### src/rtl/alu_pkg.sv
// Shared opcode encodings, data width and flag bundle for the execute-stage ALU.
// The divide opcode is only decoded when ALU_DIV_EN is defined.
package alu_pkg;

  localparam int unsigned XLEN = 32;

  typedef enum logic [3:0] {
    OP_ADD = 4'd0,
    OP_SUB = 4'd1,
    OP_MUL = 4'd2,
    OP_AND = 4'd3,
    OP_OR  = 4'd4,
    OP_XOR = 4'd5,
    OP_NOR = 4'd6,
    OP_SLT = 4'd7,
    OP_SLL = 4'd8,
    OP_SRL = 4'd9,
    OP_SRA = 4'd10,
    OP_DIV = 4'd11
  } alu_op_e;

  typedef struct packed {
    logic zero;
    logic carry;
    logic sign;
    logic overflow;
  } alu_flags_t;

endpackage

### src/rtl/alu_divider.sv
// 32-bit unsigned restoring array divider, purely combinational.
// Built into risc_alu only when ALU_DIV_EN is defined.
module alu_divider
  import alu_pkg::*;
(
  input  logic [XLEN-1:0] dividend_i,
  input  logic [XLEN-1:0] divisor_i,
  output logic [XLEN-1:0] quotient_o,
  output logic [XLEN-1:0] remainder_o
);

  logic [XLEN:0]   rem;
  logic [XLEN:0]   diff;
  logic [XLEN-1:0] quot;

  // A zero divisor never borrows, so the array itself yields
  // an all-ones quotient and leaves the dividend as remainder.
  always_comb begin
    rem  = '0;
    diff = '0;
    quot = '0;
    for (int i = XLEN - 1; i >= 0; i--) begin
      rem  = {rem[XLEN-1:0], dividend_i[i]};
      diff = rem - {1'b0, divisor_i};
      if (!diff[XLEN]) begin
        rem     = diff;
        quot[i] = 1'b1;
      end
    end
  end

  assign quotient_o  = quot;
  assign remainder_o = rem[XLEN-1:0];

endmodule

### src/rtl/risc_alu.sv
// Execute-stage integer ALU: one combinational op mux into one output register bank.
// Define ALU_DIV_EN to build the unsigned divider behind opcode 11.
module risc_alu
  import alu_pkg::*;
(
  input  logic            clk,
  input  logic            rst,
  input  logic [XLEN-1:0] a,
  input  logic [XLEN-1:0] b,
  input  logic [3:0]      control,
  output logic [XLEN-1:0] result_1,
  output logic [XLEN-1:0] result_2,
  output logic            zero_flag,
  output logic            carry_flag,
  output logic            sign_flag,
  output logic            overflow_flag
);

  logic [XLEN-1:0]   r1_d, r1_q;
  logic [XLEN-1:0]   r2_d, r2_q;
  alu_flags_t        fl_d, fl_q;

  logic [XLEN:0]     add_w;
  logic [XLEN-1:0]   sub_w;
  logic [2*XLEN-1:0] mul_w;
  logic [4:0]        shamt;

  assign add_w = {1'b0, a} + {1'b0, b};
  assign sub_w = a - b;
  assign mul_w = {{XLEN{1'b0}}, a} * {{XLEN{1'b0}}, b};
  assign shamt = b[4:0];

`ifdef ALU_DIV_EN
  logic [XLEN-1:0] div_q;
  logic [XLEN-1:0] div_r;

  alu_divider u_div (
    .dividend_i  (a),
    .divisor_i   (b),
    .quotient_o  (div_q),
    .remainder_o (div_r)
  );
`endif

  always_comb begin
    r1_d          = '0;
    r2_d          = '0;
    fl_d          = '0;
    case (control)
      OP_ADD: begin
        r1_d          = add_w[XLEN-1:0];
        fl_d.carry    = add_w[XLEN];
        fl_d.overflow = (a[XLEN-1] == b[XLEN-1]) &&
                        (add_w[XLEN-1] != a[XLEN-1]);
      end
      OP_SUB: begin
        r1_d          = sub_w;
        fl_d.carry    = a < b;
        fl_d.overflow = (a[XLEN-1] != b[XLEN-1]) &&
                        (sub_w[XLEN-1] != a[XLEN-1]);
      end
      OP_MUL: begin
        r1_d = mul_w[XLEN-1:0];
        r2_d = mul_w[2*XLEN-1:XLEN];
      end
      OP_AND: r1_d = a & b;
      OP_OR:  r1_d = a | b;
      OP_XOR: r1_d = a ^ b;
      OP_NOR: r1_d = ~(a | b);
      OP_SLT: r1_d = {{(XLEN-1){1'b0}}, $signed(a) < $signed(b)};
      OP_SLL: r1_d = a << shamt;
      OP_SRL: r1_d = a >> shamt;
      OP_SRA: r1_d = $unsigned($signed(a) >>> shamt);
`ifdef ALU_DIV_EN
      OP_DIV: begin
        r1_d = div_q;
        r2_d = div_r;
      end
`endif
      default: begin
        r1_d = '0;
        r2_d = '0;
      end
    endcase
    fl_d.zero = (r1_d == '0);
    fl_d.sign = r1_d[XLEN-1];
  end

  always_ff @(posedge clk) begin
    if (rst) begin
      r1_q <= '0;
      r2_q <= '0;
      fl_q <= '0;
    end else begin
      r1_q <= r1_d;
      r2_q <= r2_d;
      fl_q <= fl_d;
    end
  end

  assign result_1      = r1_q;
  assign result_2      = r2_q;
  assign zero_flag     = fl_q.zero;
  assign carry_flag    = fl_q.carry;
  assign sign_flag     = fl_q.sign;
  assign overflow_flag = fl_q.overflow;

endmodule

### config.mk
export PLATFORM = sky130hd
export DESIGN_NAME = risc_alu
export DESIGN_NICKNAME = d
export VERILOG_FILES = /design/src/rtl/alu_pkg.sv /design/src/rtl/alu_divider.sv /design/src/rtl/risc_alu.sv
export SDC_FILE = /design/constraint.sdc
export NUM_CORES = 2
export LEC_CHECK = 0
export ABC_AREA = 0
export BUFFER_PORTS_ARGS = -buffer_cell sky130_fd_sc_hd__buf_2
export CORE_ASPECT_RATIO = 0.7
export CORE_UTILIZATION = 40
export CTS_BUF_LIST = sky130_fd_sc_hd__clkbuf_16
export DETAILED_ROUTE_END_ITERATION = 16
export RECOVER_POWER = 25
export SYNTH_ARGS = -nofsm -noshare
export SYNTH_HDL_FRONTEND = slang
export SYNTH_SLANG_ARGS = --single-unit
### constraint.sdc
create_clock -name clk -period 13.8 [get_ports clk]
set_input_delay 2.76 -clock clk [delete_from_list [all_inputs] [get_ports clk]]
set_output_delay 2.76 -clock clk [all_outputs]
set_load 0.005 [all_outputs]
==> impl_results.md <==
* Status: finished, final reports clean
* Die area at 108,400 sq um
* Final net count at 6,403
* Pre-CTS setup slack at 1464 ps
* Largest area contributor in the netlist: fa_1
* Hold Fails Final Rpt at 0
* Worst Path Required at 14,120 ps
* Wire length per cell at 27.37 microns
* Slew @ Worst Pin at 1436 ps
* Cts repair resizes at 0
* Postcts setup bufs at 0
* Core ar. at 106,200 sq um
* Post-synth EDFFs at 0
* Clock Pin Slew Worst Setup and Hold Paths at 70 ps
* Vias in the first global route at 38,330
* Fillers at 10,690
* Synthesized area at 42,830 sq um
* Core Rows at 100
* Hpwl dp at 141,700 microns
* Setup TNS at 0 ps
* Crit path DAT at 12,660 ps
* First-pass GRT wire length at 265,200 microns
* Pin count of the biggest net entering global routing at 51
* Num ports at 138
* Largest stage delay, worst path at 940 ps
* Final period utilization at 89.42%
* Total GRT Usage at 33.66%
* Flops & latches, synth at 67
* CTS buffer count at 9
* Area Growth Syn to Fin at 5.124%
* Slew Limit Fails at 0
* RSZ-0062 raised after global routing: no
* Root buffer cell: clkbuf_16
* Count of cell types in the netlist at 86
* PnR worst setup slack at 1460 ps
* Hold buffers post-CTS at 0
* Min-delay worst type: in2reg
* Final wirelength at 178,200 microns
* Layout cells sized above 1 at 6.535%
* Yosys warns at 0
* Max Root-Sink Buffers at 2
* Top post-synthesis cells by area: fa_1 (42%), ha_1 (11%), inv_1 (8.3%), nand2_1 (6.2%), nor2_1 (5.8%)
* Initial DRC count at 4,812
* Die width at 393.1 microns
* Via density at 5.852
* Clock Sinks at 67
* Htree depth at 3
* WHS at 2856 ps
* Relative slew margins at 2.947%
* Final ANT Viol Nets at 0
* Post-route DRC at 0
* Starting Density at 40.32%
* Top cell by count, worst path: fa_1
* Setup-failing EPs final at 0
* Tmin final at 12,340 ps
* CP cell instances: buf_2, clkinv_1, nor2_1, fa_1, fa_1, fa_1, inv_1, fa_1, fa_1, inv_1, fa_1, fa_1, fa_1, ha_1, nand2_1, o21ai_0, nand2_1, a21oi_1, o21ai_0, a311o_1, nor3_1, o211ai_1, or4_1, nor4b_2
* Slowest CP cell: clkinv_1
* DR vias at 38,110
* Synthesized Nets at 6,485
* Cells after Synth at 5,157
* Nature of the critical path endpoint: flip-flop
* Syn Area/Cell at 8.305 sq um
* Initial antenna violation count at 9
* Critical path startpoint category: input port
* Die H at 275.8 microns
* CP Class: in2reg
* Asr flop ratio synth at 0%
* Synth top area share at 41.98%
* CTS tree: done
* Grt total ovfl at 0
* Max-Cap Viols at 0
* Synth Flop Type: dfxtp_1
* Maximum clock frequency at 81.04 MHz
* Final Wtd Congestion at 1.054
* Port Buffer Count at 137
* CP max FO at 18
* Seq/Total Area, Yosys at 3.132%
* Drt first pass iters at 8
[kinds of logic (layout without fill, tap and decap cells)]
family                   after synthesis  after routing  synth area share (%)
XOR/XNOR                              59             59                 1.207
AO/OA/AOI/OAI                        688            688                 10.81
flip-flops                            67             67                 3.132
multiplexers                         128            128                 4.423
buffers and inverters               1292           1215                 11.65
AND/OR/NAND/NOR                     1665           1665                 16.28
other                                  0              4                     0
adder cells (fa/ha/maj)             1258           1258                 52.49
[metrics by stage]
stage	util (%)	instances	area, sq um
floorplan	-	5157	42830
global placement	42.08	6492	44700
detailed placement	42.08	6492	44700
CTS	42.39	6508	45020
global route	42.38	6509	45010
finish	42.38	6512	45020
[final cells by class]
class	instances	area [sq um]	share of cell area [%]
multi-input cells	3798	36530	81.13
flip-flops and latches	67	1341	2.979
diodes	4	10.01	0.02223
inverters	964	3618	8.037
clock inverters	7	100.1	0.2223
well taps	1428	1787	3.969
repair buffers	235	1414	3.140
clock buffers	9	225.2	0.5002
[metal layers]
layer  vias to the layer above  wire length (microns)  global-route usage, %
met5                         -                     57                      0
met4                         8                   7543                  11.82
met3                       380                  26760                  12.95
met2                      2581                  71400                  46.73
met1                     19130                  72460                  47.27
li1                      16010                      -                      -
[registers in the layout, indices dropped and copies added (netlist names)]
| register | flops |
|---|---|
| overflow_flag | 1 |
| result_2 | 32 |
| result_1 | 32 |
| zero_flag | 1 |
| carry_flag | 1 |
[synthesized netlist by cell type (all sizes together) (13+ instances only)]
| cell type | instances |
|---|---|
| a21oi | 173 |
| nor4 | 23 |
| mux4 | 44 |
| xor2 | 22 |
| nand3 | 39 |
| nor2b | 34 |
| clkbuf | 223 |
| a211oi | 45 |
| mux2i | 64 |
| ha | 360 |
| o21a | 18 |
| a31oi | 27 |
| xnor2 | 37 |
| a221oi | 14 |
| inv | 948 |
| o22ai | 18 |
| o21bai | 20 |
| a22oi | 19 |
| nand2b | 23 |
| nor3 | 47 |
| buf | 105 |
| and2 | 25 |
| a21o | 42 |
| o221ai | 30 |
| clkinv | 16 |
| or2 | 13 |
| nand2 | 711 |
| nand4 | 26 |
| o211ai | 40 |
| mux2 | 20 |
| o21ai | 120 |
| dfxtp | 67 |
| fa | 898 |
| nor2 | 662 |
[cells in the final DEF (no fill, tap or decap), types with 39 or more instances in the layout]
| master | instances |
|---|---|
| fa_1 | 898 |
| nor3_1 | 46 |
| dfxtp_1 | 67 |
| buf_4 | 100 |
| a21o_1 | 42 |
| nand2_1 | 711 |
| buf_2 | 125 |
| a21oi_1 | 173 |
| nor2_1 | 662 |
| o211ai_1 | 40 |
| ha_1 | 360 |
| a211oi_1 | 44 |
| inv_1 | 944 |
| nand3_1 | 39 |
| mux2i_1 | 64 |
| o21ai_0 | 120 |
[final timing paths]
kind,start,end,slack (ps),depth (start not counted)
max,b[15],zero_flag$_SDFF_PP0_,1460,24
min,rst,result_1[6]$_SDFF_PP0_,2860,3
[critical path, delay by kind of cell]
kind	cells	cell delay [ps]
and+or+nand+nor	6	1710
adders and majority gates	9	4490
AOI/OAI and AO/OA	5	2210
buffers and inverters	4	1470
Power is not shown: default switching activity piles up to over one toggle a cycle in this logic, so the estimate is an artifact.
